File: config.mk
export PLATFORM = sky130hd
export DESIGN_NAME = control_rd_seq
export DESIGN_NICKNAME = d
export VERILOG_FILES = /design/src/rtl/control_rd_seq.sv
export SDC_FILE = /design/constraint.sdc
export NUM_CORES = 1
export LEC_CHECK = 0
export ABC_AREA = 1
export ABC_CLOCK_PERIOD_IN_PS = 4900
export BUFFER_PORTS_ARGS = -buffer_cell sky130_fd_sc_hd__buf_2
export CELL_PAD_IN_SITES_DETAIL_PLACEMENT = 1
export CELL_PAD_IN_SITES_GLOBAL_PLACEMENT = 1
export CORE_ASPECT_RATIO = 1.25
export CORE_MARGIN = 5
export CORE_UTILIZATION = 40
export DETAILED_ROUTE_END_ITERATION = 6
export MAX_ROUTING_LAYER = met4
export PLACE_DENSITY_LB_ADDON = 0.1
export REMOVE_ABC_BUFFERS = 1
export SETUP_SLACK_MARGIN = 0.05
export SYNTH_ARGS = -nofsm -noshare
export SYNTH_HDL_FRONTEND = slang
export SYNTH_SLANG_ARGS = --single-unit
File: constraint.sdc
create_clock -name clk -period 4.9 [get_ports clk]
set_input_delay 0.49 -clock clk [delete_from_list [all_inputs] [get_ports clk]]
set_output_delay 0.49 -clock clk [all_outputs]
set_load 0.005 [all_outputs]
File: src/rtl/control_rd_seq.sv
// Read-sequence controller: walks rd_stage 1 -> (2..11 per pass) -> 12 -> 0, with
// stall freezing progress and a latched pass count captured at start acceptance.
module control_rd_seq #(
    parameter int PASS_W = 8
) (
    input  logic              clk,
    input  logic              rst,
    input  logic              start,
    input  logic              stall,
    input  logic [PASS_W-1:0] num_passes,
    output logic [3:0]        rd_stage,
    output logic [PASS_W-1:0] pass_idx,
    output logic              busy,
    output logic              done
);

    localparam logic [3:0] ST_IDLE       = 4'd0;
    localparam logic [3:0] ST_SETUP      = 4'd1;
    localparam logic [3:0] ST_LOOP_FIRST = 4'd2;
    localparam logic [3:0] ST_LOOP_LAST  = 4'd11;
    localparam logic [3:0] ST_DONE       = 4'd12;

    localparam logic [PASS_W-1:0] PASS_ONE = PASS_W'(1);

    logic [3:0]        stage_q, stage_d;
    logic [PASS_W-1:0] pass_q,  pass_d;
    logic [PASS_W-1:0] count_q, count_d;

    always_comb begin
        stage_d = stage_q;
        pass_d  = pass_q;
        count_d = count_q;
        if (stage_q == ST_IDLE) begin
            if (start) begin
                stage_d = ST_SETUP;
                pass_d  = '0;
                // A zero request still runs one pass.
                count_d = (num_passes == '0) ? PASS_ONE : num_passes;
            end
        end else if (stage_q < ST_LOOP_LAST) begin
            if (!stall) begin
                stage_d = stage_q + 4'd1;
            end
        end else if (stage_q == ST_LOOP_LAST) begin
            if (!stall) begin
                if (pass_q == count_q - PASS_ONE) begin
                    stage_d = ST_DONE;
                end else begin
                    stage_d = ST_LOOP_FIRST;
                    pass_d  = pass_q + PASS_ONE;
                end
            end
        end else if (stage_q == ST_DONE) begin
            stage_d = ST_IDLE;
        end else begin
            // Stages 13..15 are unreachable; recover silently without a done pulse.
            stage_d = ST_IDLE;
            pass_d  = '0;
        end
    end

    always_ff @(posedge clk) begin
        if (rst) begin
            stage_q <= ST_IDLE;
            pass_q  <= '0;
            count_q <= PASS_ONE;
        end else begin
            stage_q <= stage_d;
            pass_q  <= pass_d;
            count_q <= count_d;
        end
    end

    assign rd_stage = stage_q;
    assign pass_idx = pass_q;
    assign busy     = (stage_q != ST_IDLE);
    assign done     = (stage_q == ST_DONE);

endmodule

==> results by group <==
Run status
  • Status: finished clean

Worst setup path
  • CP arrival: 2.23 ns
  • Bufs and invs on worst path: 2
  • CP Capture Type: flop
  • Critical path peak fanout: 16
  • Crit path kind: reg2reg
  • Crit path depth: 9
  • Gate family responsible for the most delay along the worst path: simple AND/OR/NAND/NOR gates
  • Slowest stage cell on the critical path: a32oi_4
  • Slowest stage delay, CP: 0.43 ns
  • CP Cell Sequence: inv_1 > ha_1 > nand3_4 > inv_2 > nand2_1 > a32oi_4 > nand2_4 > nor2_1 > nor2_2
  • CP Launch Type: flop
  • Req. time, crit path: 5.06 ns
  • R2R depth: 9

Yosys
  • Post-synthesis cell count: 216
  • Register area share after synthesis: between 20 and 30%
  • YS warnings: 0
  • Syn Std Cell Area: 1390 um2
  • Syn avg cell area: 6.44 um2
  • Post-synthesis cell type count: 30
  • Register bit total from synthesis: 20

Power
  • PD cells: 597 nW/um2
  • Leakage: 0.000773 uW
  • Max VDD drop: 364 uV

CTS
  • Worst skew pair latency: 0.26 ns
  • Clk slew on worst S/H paths: ~0.070 ns
  • Cts hold-fix bufs: 0
  • CTS Root Buffer Type: clkbuf_8
  • Clock Path Buffers: 2
  • H-tree levels: 1
  • Post-CTS resize count: 0
  • Post-CTS Repair Setup Buffers: 0
  • TritonCTS clock tree: yes
  • CTS buffer count: 3
  • # clock sinks: 20

Final layout
  • Area Growth Syn to Fin: 15.6%
  • Commonest non-fill, non-tap cell in the layout: nand2_1
  • Multi-input combinational cell area: 862 um2
  • Register Area: 400 um2
  • Fill count: 512
  • NumNets Final: 260
  • Commonest non-fill, non-tap cells in the layout: nand2_1 (59), inv_1 (26), buf_2 (25)
  • # diodes: 0
  • Layout cells sized above 1: 22.2%

Timing
  • Setup TNS: 0 ns
  • Slew Limit Fails: 0
  • Final Hold Viols: 0
  • Worst Tran Pin Value: about 0.55 ns
  • Hold_ws: between 0.4 and 0.5 ns
  • Final worst path period need: 2.07 ns
  • Fin crit share: 42.3%
  • Post-route clock skew: 0.00307 ns
  • Final Setup Violations: 0
  • RSZ-0062 raised after global routing: false
  • Achievable Freq: 482 MHz
  • Rel. slew slack: 63.5%

Run
  • Max Cap Violations: 0

Global route
  • Initial antenna violation count: 0
  • First-pass GRT wire length: 6640 um
  • Pin count of the biggest net entering global routing: 18
  • Aggregate global routing overflow: 0
  • Vias in the first global route: 1490
  • GR Util All Layers: around 17%

Routing
  • DR vias/cell: 5.05
  • Antenna Violating Nets Remaining: 0
  • Initial DRT Pass Iterations: 4
  • Wirelength per Cell: 13.2 um
  • DR vias: 1425
  • Post-route DRC: 0
  • Drt initial violations: 38
  • Drt total wl: 3720 um

Floorplanning
  • DIE AREA: 4770 um2
  • Die Width: 62.8 um
  • Initial cell density of the core: between 40% and 50%
  • Core ar.: 3420 um2
  • IO Pins: 26
  • FP Rows: 24
  • Die Y: 75.9 um

Placed design
  • IO buf count: 25
  • RePlAce Congestion: 0.833
  • Post-DP HPWL: 3100 um

Min path
  • Hold path depth: 2
  • Hold WC Path Type: in2reg
-- cell type report --
type / instances / share of cell area (%)
repair buffers: 25 / 7.78
flip-flops and latches: 20 / 24.9
clock buffers: 4 / 3.42
inverters: 30 / 7.24
well taps: 39 / 3.04
multi-input cells: 164 / 53.6
-- kinds of logic after synthesis --
kind of cell,count (synthesis),share of synthesized area (%)
xor gates and xnor gates,4,2.52
DFF,20,28.8
and+or+nand+nor,122,41.2
AOI/OAI and AO/OA,34,14.7
buffers and inverters,32,9.26
adders and majority gates,4,3.60
-- report_power, final --
part           total, uW  switching [uW]  leakage (uW)  internal [uW]
Sequential           299            78.1      0.000165            221
Combinational        535             331      0.000580            203
Clock                126            54.5     0.0000288           71.6
Total                960             464      0.000773            496
-- through the flow --
step	power (uW)	worst slack, ns	util [%]	std cells	area (um2)
final	960	2.83	47.0	282	1610
after global routing	1080	2.61	47.0	282	1610
after CTS	982	2.79	47.0	282	1610
after detailed placement	850	2.80	45.4	278	1550
after global placement	840	2.84	45.4	278	1550
after floorplan	689	3.14	-	214	1380
-- cells in the mapped netlist --
library cell | number | area share, %
inv_1 | 26 | 7.0
nor3_1 | 3 | 1.1
clkbuf_4 | 1 | 0.54
nand2_4 | 1 | 0.81
nand2_1 | 59 | 16
or2_2 | 1 | 0.45
nand3b_1 | 2 | 1.1
inv_4 | 1 | 0.45
xnor2_1 | 2 | 1.3
o21ai_0 | 12 | 4.3
dfxtp_1 | 20 | 29
inv_2 | 2 | 0.54
nand4_1 | 1 | 0.45
nor3b_1 | 1 | 0.54
a21o_1 | 1 | 0.54
nand3_4 | 1 | 1.3
nor4_1 | 1 | 0.45
nor2_1 | 18 | 4.9
o211ai_1 | 2 | 1.1
nor2_4 | 1 | 0.81
ha_1 | 4 | 3.6
nand3_1 | 18 | 6.5
xor2_1 | 2 | 1.3
a32oi_4 | 1 | 2.0
a21oi_1 | 17 | 6.1
nand3_2 | 1 | 0.72
buf_2 | 1 | 0.36
nor2_2 | 14 | 6.3
o21ai_2 | 1 | 0.63
clkinv_2 | 1 | 0.36
-- path summary, 6_finish.rpt --
| check | from | end | slack, ns |
|---|---|---|---|
| setup / recovery | rd_stage[0]$_SDFFE_PP0P_ | pass_idx[4]$_SDFFE_PP0P_ | 2.83 |
| hold / removal | rst | rd_stage[3]$_SDFFE_PP0P_ | 0.43 |
| setup reg to reg | rd_stage[0]$_SDFFE_PP0P_ | pass_idx[4]$_SDFFE_PP0P_ | 2.83 |
| hold reg to reg | count_q[7]$_SDFFE_PP0P_ | count_q[7]$_SDFFE_PP0P_ | 0.48 |
-- sequential cells by signal, indices dropped and copies added (netlist names) --
| register | flops |
|---|---|
| pass_idx | 8 |
| rd_stage | 4 |
| count_q | 8 |
-- routing by layer --
metal	share of wire [%]	GRT usage, %	vias to the layer above	wire length, um
li1	-	-	747	-
met1	44	19.5	654	1650
met2	52	31.0	19	1930
met3	2.0	1.04	5	75
met4	1.6	6.37	0	59
met5	0	-	-	0
-- worst reg2reg max path: cells and delay by family (launching register included) --
kind                       cells  cell delay, ns
AOI/OAI and AO/OA              1            0.43
buffers and inverters          2            0.18
adders and majority gates      1            0.22
and+or+nand+nor                5            0.78
DFF                            1            0.36
(Power assumes the default switching activity.)
